$ cat config.mk
export PLATFORM = sky130hd
export DESIGN_NAME = sensor_sample_feeder
export DESIGN_NICKNAME = d
export VERILOG_FILES = /design/src/rtl/sensor_sample_feeder.sv
export SDC_FILE = /design/constraint.sdc
export NUM_CORES = 1
export LEC_CHECK = 0
export CORE_MARGIN = 3
export CORE_UTILIZATION = 48
export DETAILED_ROUTE_END_ITERATION = 10
export PLACE_DENSITY = 0.72
export SLEW_MARGIN = 20
export SYNTH_ARGS = -nofsm -noshare
export SYNTH_HDL_FRONTEND = slang
export SYNTH_SLANG_ARGS = --single-unit
$ cat constraint.sdc
create_clock -name clk -period 2.4 [get_ports clk]
set_clock_uncertainty 0.1 [all_clocks]
set_input_delay 0.48 -clock clk [delete_from_list [all_inputs] [get_ports clk]]
set_output_delay 0.48 -clock clk [all_outputs]
set_load 0.05 [all_outputs]
$ cat src/rtl/sensor_sample_feeder.sv
`default_nettype none
// ============================================================================
// sensor_sample_feeder : FIFO-buffered sample feeder for the isolation-tree
//                        detector with verdict reporting, count and timeout.
// Revision            : 1.0
// ============================================================================
module sensor_sample_feeder #(
  parameter int DEPTH   = 4,
  parameter int TIMEOUT = 64,
  parameter int CNT_W   = 16
) (
  input  logic             clk,
  input  logic             reset,
  input  logic [7:0]       sample_in,
  input  logic             sample_wr,
  output logic             fifo_full,
  output logic             fifo_empty,
  output logic             overflow,
  output logic [7:0]       tree_data,
  output logic             tree_valid,
  input  logic             tree_processed,
  input  logic             tree_anomaly,
  output logic             result_valid,
  output logic [7:0]       result_data,
  output logic             result_anomaly,
  output logic             result_timeout,
  output logic [CNT_W-1:0] anomaly_count,
  output logic             busy
);

  localparam int AW = $clog2(DEPTH);
  localparam int TW = $clog2(TIMEOUT + 1);

  localparam logic [1:0] S_IDLE    = 2'd0;
  localparam logic [1:0] S_PRESENT = 2'd1;
  localparam logic [1:0] S_RESULT  = 2'd2;

  localparam logic [TW-1:0]    TMO_LAST = TW'(TIMEOUT - 1);
  localparam logic [CNT_W-1:0] CNT_MAX  = '1;
  localparam logic [AW:0]      DEPTH_C  = (AW + 1)'(DEPTH);

  // FIFO storage and bookkeeping
  logic [7:0]    mem_q [DEPTH];
  logic [AW-1:0] wr_ptr_q, wr_ptr_d;
  logic [AW-1:0] rd_ptr_q, rd_ptr_d;
  logic [AW:0]   count_q, count_d;
  logic          full_q, full_d;
  logic          empty_q, empty_d;
  logic          overflow_q, overflow_d;

  // Transaction state
  logic [1:0]       state_q, state_d;
  logic [TW-1:0]    timer_q, timer_d;
  logic [7:0]       tree_data_q, tree_data_d;
  logic             tree_valid_q, tree_valid_d;
  logic [7:0]       res_data_q, res_data_d;
  logic             res_anom_q, res_anom_d;
  logic             res_tmo_q, res_tmo_d;
  logic [CNT_W-1:0] anom_cnt_q, anom_cnt_d;

  logic pop;
  logic push;
  logic drop;

  // A full FIFO still accepts a write when the FSM pops on the same edge.
  assign pop  = (state_q == S_IDLE) && !empty_q;
  assign push = sample_wr && (!full_q || pop);
  assign drop = sample_wr && full_q && !pop;

  always_comb begin
    count_d = count_q;
    if (push && !pop) begin
      count_d = count_q + (AW + 1)'(1);
    end else if (!push && pop) begin
      count_d = count_q - (AW + 1)'(1);
    end
  end

  assign wr_ptr_d   = push ? wr_ptr_q + AW'(1) : wr_ptr_q;
  assign rd_ptr_d   = pop  ? rd_ptr_q + AW'(1) : rd_ptr_q;
  assign full_d     = (count_d == DEPTH_C);
  assign empty_d    = (count_d == '0);
  assign overflow_d = overflow_q || drop;

  always_ff @(posedge clk) begin
    if (push) begin
      mem_q[wr_ptr_q] <= sample_in;
    end
  end

  always_ff @(posedge clk or posedge reset) begin
    if (reset) begin
      wr_ptr_q   <= '0;
      rd_ptr_q   <= '0;
      count_q    <= '0;
      full_q     <= 1'b0;
      empty_q    <= 1'b1;
      overflow_q <= 1'b0;
    end else begin
      wr_ptr_q   <= wr_ptr_d;
      rd_ptr_q   <= rd_ptr_d;
      count_q    <= count_d;
      full_q     <= full_d;
      empty_q    <= empty_d;
      overflow_q <= overflow_d;
    end
  end

  always_comb begin
    state_d      = state_q;
    timer_d      = timer_q;
    tree_data_d  = tree_data_q;
    tree_valid_d = tree_valid_q;
    res_data_d   = res_data_q;
    res_anom_d   = res_anom_q;
    res_tmo_d    = res_tmo_q;
    anom_cnt_d   = anom_cnt_q;
    case (state_q)
      S_IDLE: begin
        if (!empty_q) begin
          tree_data_d  = mem_q[rd_ptr_q];
          tree_valid_d = 1'b1;
          timer_d      = '0;
          state_d      = S_PRESENT;
        end
      end
      S_PRESENT: begin
        if (tree_processed) begin
          res_data_d   = tree_data_q;
          res_anom_d   = tree_anomaly;
          res_tmo_d    = 1'b0;
          tree_valid_d = 1'b0;
          state_d      = S_RESULT;
        end else if (timer_q == TMO_LAST) begin
          res_data_d   = tree_data_q;
          res_anom_d   = 1'b0;
          res_tmo_d    = 1'b1;
          tree_valid_d = 1'b0;
          state_d      = S_RESULT;
        end else begin
          timer_d = timer_q + TW'(1);
        end
      end
      S_RESULT: begin
        if (res_anom_q && (anom_cnt_q != CNT_MAX)) begin
          anom_cnt_d = anom_cnt_q + CNT_W'(1);
        end
        state_d = S_IDLE;
      end
      default: begin
        tree_valid_d = 1'b0;
        state_d      = S_IDLE;
      end
    endcase
  end

  always_ff @(posedge clk or posedge reset) begin
    if (reset) begin
      state_q      <= S_IDLE;
      timer_q      <= '0;
      tree_data_q  <= '0;
      tree_valid_q <= 1'b0;
      res_data_q   <= '0;
      res_anom_q   <= 1'b0;
      res_tmo_q    <= 1'b0;
      anom_cnt_q   <= '0;
    end else begin
      state_q      <= state_d;
      timer_q      <= timer_d;
      tree_data_q  <= tree_data_d;
      tree_valid_q <= tree_valid_d;
      res_data_q   <= res_data_d;
      res_anom_q   <= res_anom_d;
      res_tmo_q    <= res_tmo_d;
      anom_cnt_q   <= anom_cnt_d;
    end
  end

  assign fifo_full      = full_q;
  assign fifo_empty     = empty_q;
  assign overflow       = overflow_q;
  assign tree_data      = tree_data_q;
  assign tree_valid     = tree_valid_q;
  assign result_valid   = (state_q == S_RESULT);
  assign result_data    = res_data_q;
  assign result_anomaly = res_anom_q;
  assign result_timeout = res_tmo_q;
  assign anomaly_count  = anom_cnt_q;
  assign busy           = (state_q != S_IDLE);

endmodule
`default_nettype wire
Word-level counts from Yosys, hierarchy flattened

Memory sizes are Yosys's and may differ from the RTL's. A register that Yosys moved wholly into a read port is not among the register bits.
Cells that the tools add are included.

Add/sub/neg operators: 6
$mul: 0
Div/mod/pow operators: 0
$lt $le $gt $ge: 0
Equal/unequal tests: 9
Shifts and indexed selects: 0
Mux-type cells: 21
Bitwise operators: 2
Reductions and logical operators: 24

Operators by type and width:

| kind                    | count |
|---|---|
| $mux W7                 | 3 |
| $add A16 B1 Y16 const B | 1 |
| $mux W8                 | 2 |
| $ne A16 B16 Y1 const B  | 1 |
| $pmux W7 S2             | 1 |
| $mux W1                 | 8 |
| $reduce_and A2 Y1       | 4 |
| $add A7 B1 Y7 const B   | 1 |
| $eq A7 B6 Y1 const B    | 1 |
| $logic_and A1 B1 Y1     | 7 |
| $mux W2                 | 3 |
| $mux W3                 | 2 |
| $ne A2 B2 Y1 const B    | 3 |
| $reduce_bool A2 Y1      | 3 |
| $add A2 B1 Y2 const B   | 2 |
| $logic_not A1 Y1        | 4 |
| $pmux W2 S2             | 1 |
| $reduce_and A4 Y1       | 1 |
| $add A3 B1 Y3 const B   | 1 |
| $eq A3 B3 Y1 const B    | 1 |
| $logic_not A3 Y1        | 1 |
| $ne A3 B3 Y1 const B    | 1 |
| $pmux W1 S3             | 1 |
| $reduce_and A3 Y1       | 1 |
| other kinds (6)         | 8 |

Bits in registers: 46
Bits in latches: 0
Memory bits (writable): 32
ROM bits: 0
Input port bits: 13
Memories: 1

Memory list:

| name  | depth | bits a word | rd ports | clocked after memory_dff | wr ports | RTL line | RTL |
|---|---|---|---|---|---|---|---|
| mem_q | 4     | 8           | 1        | 1                        | 1        | 43       | `logic [7:0] mem_q [DEPTH];` |

Depth between registers and ports, before layout

Gate-level depths: netlist (run 1).

Depth after elaboration: 9
Depth in mapped cells: 6
Depth with buffers taken out: 6

Least setup slack after synthesis (run 1)

Ideal clock, no wire load.

Kind: register -> register
Start point: register anom_cnt_q[0], in the netlist anomaly_count[0]
End point: register anom_cnt_q[1], in the netlist anomaly_count[1]
Library setup time: 0.125 ns
Arrival: 1.848 ns
Path slack: 0.327 ns
Stages on the path, launching flop included: 6
Path buffers: 0
Clock period less this slack: 2.073 ns
Path through: dfrtp_1 > ha_1 > nand4_1 > nor4_4 > nor2_2 > mux2_4

Word-level cells in the longest chain between the ends: 3
Elaborated cells between the ends (all ways): 4
Classes of those cells: add/sub: 1; eq/ne: 1; reduce/logical: 2

RTL lines:

| item                                                                    | RTL line | RTL |
|---|---|---|
| from (decl)                                                             | 59       | `logic [CNT_W-1:0] anom_cnt_q, anom_cnt_d;` |
| from (signal assigned)                                                  | 175      | `anom_cnt_q <= anom_cnt_d;` |
| parallel branches: the longest is 3 deep, another holds $add A16 B1 Y16 | n/a      |  |

Several ways; the timed one is not identified.
A chain may end at the register's enable or synchronous reset.

Final worst setup path (run 1)

Start point: register full_q, in the netlist fifo_full
End point: output port fifo_full

RTL lines:

| item                   | RTL line | RTL |
|---|---|---|
| from (decl)            | 47       | `logic full_q, full_d;` |
| from (signal assigned) | 103      | `full_q <= full_d;` |
| to (decl)              | 16       | `output logic fifo_full,` |

No word-level cell between the ends.

==> results of run 1 <==
-- metrics by stage --
step / utilization, % / total power, mW
finish: 62.5 / 5.68
global route: 62.5 / 6.03
global placement: 59.9 / 4.68
floorplan: - / 4.01
detailed placement: 59.9 / 4.74
CTS: 62.5 / 5.74
-- kinds of logic after synthesis --
group                    Yosys count
AND/OR/NAND/NOR                   93
flip-flops                        86
AO/OA/AOI/OAI                     42
buffers and inverters             22
multiplexers                      20
XOR/XNOR                          13
adder cells (fa/ha/maj)            8
-- tightest hold or removal path, delay by kind of cell --
kind / cells / cell delay [ns]
buf+inv: 3 / 0.74
-- how the worst min path moves through the flow --
stage                     startpoint           endpoint  slack [ns]  cells past startpoint
after global routing           reset       tree_data[3]        0.39                      3
after global placement      overflow           overflow        0.36                      1
final                          reset  anomaly_count[12]        0.37                      3
after floorplan           count_q[2]         count_q[2]        0.36                      1
after CTS                      reset  anomaly_count[12]        0.37                      3
after detailed placement    overflow           overflow        0.36                      1
-- registers in the layout, indices dropped and copies added, names as in the netlist --
| signal | flops |
|---|---|
| overflow | 1 |
| result_data | 8 |
| fifo_full | 1 |
| tree_valid | 1 |
| state_q | 2 |
| fifo_empty | 1 |
| timer_q | 7 |
| result_timeout | 1 |
| result_anomaly | 1 |
| count_q | 3 |
| mem_q | 32 |
| rd_ptr_q | 2 |
| tree_data | 8 |
| wr_ptr_q | 2 |
| anomaly_count | 16 |
-- power groups by stage --
stage	logic (mW)	registers, mW	clock network, mW
after global routing	2.57	2.38	1.08
after floorplan	1.18	2.83	0
final	2.38	2.31	0.994
after detailed placement	2.40	2.34	0
after global placement	2.36	2.33	0
after CTS	2.41	2.31	1.02
-- cell type report --
type / instances / share of cell area (%)
flip-flops and latches: 86 / 49.4
clock inverters: 7 / 1.58
multi-input cells: 176 / 29.8
well taps: 99 / 2.65
inverters: 12 / 0.962
clock buffers: 9 / 2.65
repair buffers: 62 / 12.9
-- routing by layer --
metal / wire length (um) / global-route usage, %
met1: 3140 / 22.7
met2: 3350 / 26.1
met3: 322 / 3.55
met4: 101 / 7.93
met5: 0 / 0
-- cells in the final DEF, fill, tap and decap left out, types with 8 or more instances in the layout --
master                            count
sky130_fd_sc_hd__buf_4               11
sky130_fd_sc_hd__clkbuf_8             9
sky130_fd_sc_hd__clkdlybuf4s50_1     49
sky130_fd_sc_hd__dfrtp_1             53
sky130_fd_sc_hd__edfxtp_1            32
sky130_fd_sc_hd__ha_1                 8
sky130_fd_sc_hd__inv_1               11
sky130_fd_sc_hd__mux2_2               9
sky130_fd_sc_hd__mux4_2               8
sky130_fd_sc_hd__nand2_1             37
sky130_fd_sc_hd__nand3_1              8
sky130_fd_sc_hd__nor2_1               8
sky130_fd_sc_hd__o21ai_0             10
sky130_fd_sc_hd__xnor2_1              9
==> impl_metrics.env, run 1 <==
export IMPL_outcome="complete, no violations"
export IMPL_synth_mux_area_fraction_pct=8.32
export IMPL_critical_path_max_stage_delay_ns=0.86
export IMPL_timing_reg2reg_setup_slack_ns=0.36
export IMPL_multi_input_comb_area_mm2=0.00140
export IMPL_min_period_ns=2.29
export IMPL_final_min_period_over_clock_period_pct=95.3
export IMPL_globalRouteTotalUtil_pct=16.8
export IMPL_final_setup_worst_slack_ns=0.113
export IMPL_postSynthRegisterBits=86
export IMPL_timing_max_slew_rel_slack_pct=61.3
export IMPL_cts_tree="done"
export IMPL_core_area_mm2=0.00749
export IMPL_floorplan_initialDensity_pct=51.0
export IMPL_yosys_cell_count_top_type="sky130_fd_sc_hd__dfrtp_1"
export IMPL_worst_ep_required_time_ns=1.82
export IMPL_comb_power_share_pct=41.9
export IMPL_detailedRoute_firstIterationViolations=116
export IMPL_critical_path_slowest_cell="sky130_fd_sc_hd__clkdlybuf4s50_1"
export IMPL_post_place_ws_ns=0.257
export IMPL_critical_path_startpoint_type="flop"
export IMPL_insertedDiodeCount=0
export IMPL_detailedRoute_firstPassIterationCount=4
export IMPL_fmaxAchievable_ghz=0.437
export IMPL_postSynthCellCount=284
export IMPL_maxCapViolations=0
export IMPL_slew_violations=0
export IMPL_avgViaCountPerCell=5.39
export IMPL_synthTopCellsByCount="sky130_fd_sc_hd__dfrtp_1 (53), sky130_fd_sc_hd__nand2_1 (37), sky130_fd_sc_hd__edfxtp_1 (32)"
export IMPL_fp_dieArea_mm2=0.00906
export IMPL_timing_hold_worst_class="input port to asynchronous set/reset pin"
export IMPL_synth_net_count=305
export IMPL_first_global_vias=2374
export IMPL_clock_tree_buffer_depth=2
export IMPL_worstPathMaxFanout=9
export IMPL_cts_buffers_inserted=9
export IMPL_hold_violations=0
export IMPL_compound_cell_area_share_of_the_yosys_netlist_pct=8.16
export IMPL_critical_path_reg2reg_endpoint="result_data[4]"
export IMPL_post_synth_instance_area_mm2=0.00382
export IMPL_r2r_worst_path_cells=6
export IMPL_hpwlAfterDp_um=4810
export IMPL_post_synth_edffs=32
export IMPL_tightest_slew_ns=0.580
export IMPL_chipHeight_um=95.2
export IMPL_setup_tns_final_ns=0
export IMPL_finalWeightedCongestion=0.811
export IMPL_cts_hold_buf=0
export IMPL_post_synthesis_mean_instance_area_um2=13.5
export IMPL_num_vias=2429
export IMPL_main_combinational_cell_family_by_area_after_synthesis="simple AND/OR/NAND/NOR gates"
export IMPL_area_growth_syn_to_layout_pct=22.5
export IMPL_area_share_of_the_leading_cell_type_in_the_synthesized_netlist_pct=34.7
export IMPL_worstPathArrival_ns=1.71
export IMPL_cts_resized=0
export IMPL_post_synthesis_simple_gate_area_fraction_pct=14.4
export IMPL_synthDominantAreaCellType="sky130_fd_sc_hd__dfrtp_1"
export IMPL_clk_transition_reported_paths_ns=0.10
export IMPL_power_report_internal_total_mw=3.29
export IMPL_yosysSeqAreaShare_pct=60.6
export IMPL_ys_async_sr_fraction_pct=62.8
export IMPL_power_switching_fraction_pct=42.0
export IMPL_critPathBufInv=1
export IMPL_fin_area_mm2=0.00468
export IMPL_cts_htree_levels=3
export IMPL_clock_latency_ns=0.35
export IMPL_cts_root_buffer="sky130_fd_sc_hd__clkbuf_8"
export IMPL_grt_setup_unrepaired="false"
export IMPL_clkSinkCount=86
export IMPL_grt_start_max_net_pins=55
export IMPL_yosys_top_cells_area="sky130_fd_sc_hd__dfrtp_1 (35%), sky130_fd_sc_hd__edfxtp_1 (25%), sky130_fd_sc_hd__mux4_2 (4.7%)"
export IMPL_dp_cells=435
export IMPL_finalSetupViolCount=0
export IMPL_fin_worst_hold_slack_ns=0.370
export IMPL_detail_route_antenna_nets=0
export IMPL_port_buffers=52
export IMPL_ys_types=61
export IMPL_std_cell_rows=31
export IMPL_p_sw_mw=2.39
export IMPL_cp_cell_sequence="clkdlybuf4s50_1"
export IMPL_global_route_overflow_total=0
export IMPL_synthXorXnorAreaFrac_pct=2.98
export IMPL_power_leakage_nw=1.96
export IMPL_die_width_um=95.2
export IMPL_vdd_ir_drop_worst_mv=0.577
export IMPL_ff_latch_area_mm2=0.00231
export IMPL_r2r_start="timer_q[0]"
export IMPL_grt_pass1_wl_um=11600
export IMPL_critPathKind="flop to output port"
export IMPL_clock_power_share_pct=17.5
export IMPL_drt_wl_total_um=6910
export IMPL_route_detailed_drc=0
export IMPL_post_route_cells_drive_above_1_share_pct=18.5
export IMPL_postSynth_topFlopCell="sky130_fd_sc_hd__dfrtp_1"
export IMPL_antenna_found_initial=0
export IMPL_floorplan_io_pins=53
export IMPL_wl_per_cell_um=15.3
export IMPL_fin_nets=368
export IMPL_seq_power_share_pct=40.6
export IMPL_n_fill_cell=559
export IMPL_power_per_cell_area_mw_per_mm2=1210
export IMPL_final_cells=451
export IMPL_total_placed_instance_area_mm2=0.00448
export IMPL_yosys_warnings=0
export IMPL_cts_setup_buffers=0
export IMPL_post_synth_fa_ha_maj_area_fraction_pct=2.62
export IMPL_largest_delay_contributor_family_on_the_critical_path="buffers and inverters"
export IMPL_critical_path_endpoint_type="output port"
export IMPL_cp_endpoint="fifo_full"
export IMPL_timing_critical_path_from="fifo_full"
export IMPL_cp_depth=1
Note: power is estimated with default switching activity, not from simulation.
==> run 2: changes to the inputs <==
Settings changed: MAX_ROUTING_LAYER set to met4, REMOVE_ABC_BUFFERS set to 1.
Clock period 2.4 ns to 2.6 ns, I/O delays scaled along.
==> impl_metrics.env, run 2 (same netlist as run 1, synthesis figures left out) <==
export IMPL_comb_power_share_pct=40.8
export IMPL_timing_max_slew_rel_slack_pct=60.3
export IMPL_grt_start_max_net_pins=47
export IMPL_fp_dieArea_mm2=0.00906
export IMPL_detailedRoute_firstPassIterationCount=4
export IMPL_setup_tns_final_ns=0
export IMPL_fin_nets=363
export IMPL_wl_per_cell_um=15.6
export IMPL_layout_cells_most_common="sky130_fd_sc_hd__dfrtp_1"
export IMPL_largest_delay_contributor_family_on_the_critical_path="buffers and inverters"
export IMPL_largest_register_ffs=32
export IMPL_detailedRoute_firstIterationViolations=170
export IMPL_avgViaCountPerCell=5.49
export IMPL_grt_pass1_wl_um=11700
export IMPL_global_route_overflow_total=0
export IMPL_port_buffers=52
export IMPL_clk_transition_reported_paths_ns=0.08
export IMPL_regMostFlops="mem_q"
export IMPL_r2r_start="timer_q[0]"
export IMPL_grt_setup_unrepaired="false"
export IMPL_worstPathArrival_ns=1.75
export IMPL_finalWeightedCongestion=0.799
export IMPL_outcome="complete, no violations"
export IMPL_seq_power_share_pct=40.5
export IMPL_cts_buffers_inserted=9
export IMPL_fin_worst_hold_slack_ns=0.300
export IMPL_hpwlAfterDp_um=4940
export IMPL_clock_latency_ns=0.34
export IMPL_floorplan_io_pins=53
export IMPL_final_min_period_over_clock_period_pct=91.3
export IMPL_core_area_mm2=0.00749
export IMPL_power_switching_fraction_pct=39.9
export IMPL_slew_violations=0
export IMPL_power_leakage_nw=1.93
export IMPL_chipHeight_um=95.2
export IMPL_min_period_ns=2.37
export IMPL_p_sw_mw=2.11
export IMPL_worst_ep_required_time_ns=1.98
export IMPL_std_cell_rows=31
export IMPL_die_width_um=95.2
export IMPL_floorplan_initialDensity_pct=51.0
export IMPL_finalSetupViolCount=0
export IMPL_globalRouteTotalUtil_pct=17.3
export IMPL_num_vias=2449
export IMPL_clkSinkCount=86
export IMPL_hold_violations=0
export IMPL_critical_path_endpoint_type="output port"
export IMPL_mostFrequentLayoutCells="sky130_fd_sc_hd__dfrtp_1 (53), sky130_fd_sc_hd__clkdlybuf4s50_1 (50), sky130_fd_sc_hd__nand2_1 (37)"
export IMPL_first_global_vias=2428
export IMPL_maxCapViolations=0
export IMPL_critical_path_max_stage_delay_ns=0.82
export IMPL_vdd_ir_drop_worst_mv=0.658
export IMPL_route_detailed_drc=0
export IMPL_drt_wl_total_um=6950
export IMPL_area_growth_syn_to_layout_pct=22.0
export IMPL_critPathKind="flop to output port"
export IMPL_cts_tree="done"
export IMPL_clock_tree_buffer_depth=2
export IMPL_tightest_slew_ns=0.596
export IMPL_critical_path_startpoint_type="flop"
export IMPL_power_report_internal_total_mw=3.18
export IMPL_cp_depth=1
export IMPL_timing_reg2reg_setup_slack_ns=0.37
export IMPL_cts_htree_levels=3
export IMPL_power_per_cell_area_mw_per_mm2=1140
export IMPL_insertedDiodeCount=0
export IMPL_clock_power_share_pct=18.6
export IMPL_antenna_found_initial=0
export IMPL_critical_path_slowest_cell="sky130_fd_sc_hd__clkdlybuf4s50_1"
export IMPL_critPathBufInv=1
export IMPL_post_route_cells_drive_above_1_share_pct=16.7
export IMPL_timing_hold_worst_class="input port to asynchronous set/reset pin"
export IMPL_n_fill_cell=584
export IMPL_fmaxAchievable_ghz=0.421
export IMPL_r2r_worst_path_cells=5
export IMPL_critical_path_reg2reg_endpoint="result_data[3]"
export IMPL_detail_route_antenna_nets=0
export IMPL_worstPathMaxFanout=5
export IMPL_cts_root_buffer="sky130_fd_sc_hd__clkbuf_8"
export IMPL_cp_cell_sequence="clkdlybuf4s50_1"
run 2: cell count changes in the layout (fill, tap and decap cells not counted), sizes merged:
cell,delta
inv,-4
bufinv,+2
clkinvlp,+2
buf,-6
clkdlybuf4s50,+1
run 2: how the worst max path moves through the flow:
stage               slack, ns        startpoint                to
floorplan                0.53  anomaly_count[0]  anomaly_count[1]
global placement         0.34    tree_processed    result_data[1]
detailed placement       0.27    tree_processed    result_data[3]
CTS                      0.02        state_q[1]              busy
global route             0.17        fifo_empty        fifo_empty
finish                   0.23        fifo_empty        fifo_empty
run 2: per-stage QoR:
step | total power [mW] | instance area (um^2) | utilization (%) | setup WS, ns | std cells
final | 5.29 | 4660 | 62.3 | 0.226 | 446
after global routing | 5.62 | 4660 | 62.3 | 0.174 | 446
after CTS | 5.35 | 4660 | 62.2 | 0.0216 | 446
after detailed placement | 4.36 | 4450 | 59.4 | 0.267 | 430
after global placement | 4.31 | 4450 | 59.4 | 0.341 | 430
after floorplan | 3.62 | 3750 | - | 0.527 | 274
run 2: worst reg2reg max path: stages, from the launching register on:
cell and delay [ns]:
sky130_fd_sc_hd__dfrtp_1 0.41, sky130_fd_sc_hd__ha_1 0.24, sky130_fd_sc_hd__nand3_2 0.17, sky130_fd_sc_hd__o31ai_2 0.31
sky130_fd_sc_hd__and2_1 0.49, sky130_fd_sc_hd__mux2_2 0.40
run 2: power by group through the flow:
stage | clock, mW | sequential [mW] | combinational, mW
6_report | 0.985 | 2.14 | 2.16
5_1_grt | 1.07 | 2.20 | 2.34
4_1_cts | 1.01 | 2.15 | 2.19
3_5_place_dp | 0 | 2.18 | 2.19
3_3_place_gp | 0 | 2.16 | 2.14
2_1_floorplan | 0 | 2.69 | 0.928
run 2: repair_timing:
action / in CTS / in global routing
setup buffers: 0 / 0
hold buffers: 0 / 0
endpoints found under the setup margin: 0 / 1
resized for setup: 0 / 1
run 2: cell type report:
class                   instances  area, um^2  area share (%)
clock buffers                   9         124            2.66
clock inverters                 7        88.8            1.91
inverters                      12        45.0           0.966
multi-input cells             176        1400            29.9
flip-flops and latches         86        2310            49.6
well taps                      99         124            2.66
repair buffers                 57         571            12.2
run 2: metal layers:
layer	track usage (%)	part of all wire (%)	up-vias
met2	27.2	49	59
li1	-	-	1162
met5	-	0	-
met3	4.50	5.0	6
met4	4.93	0.76	0
met1	22.3	45	1222
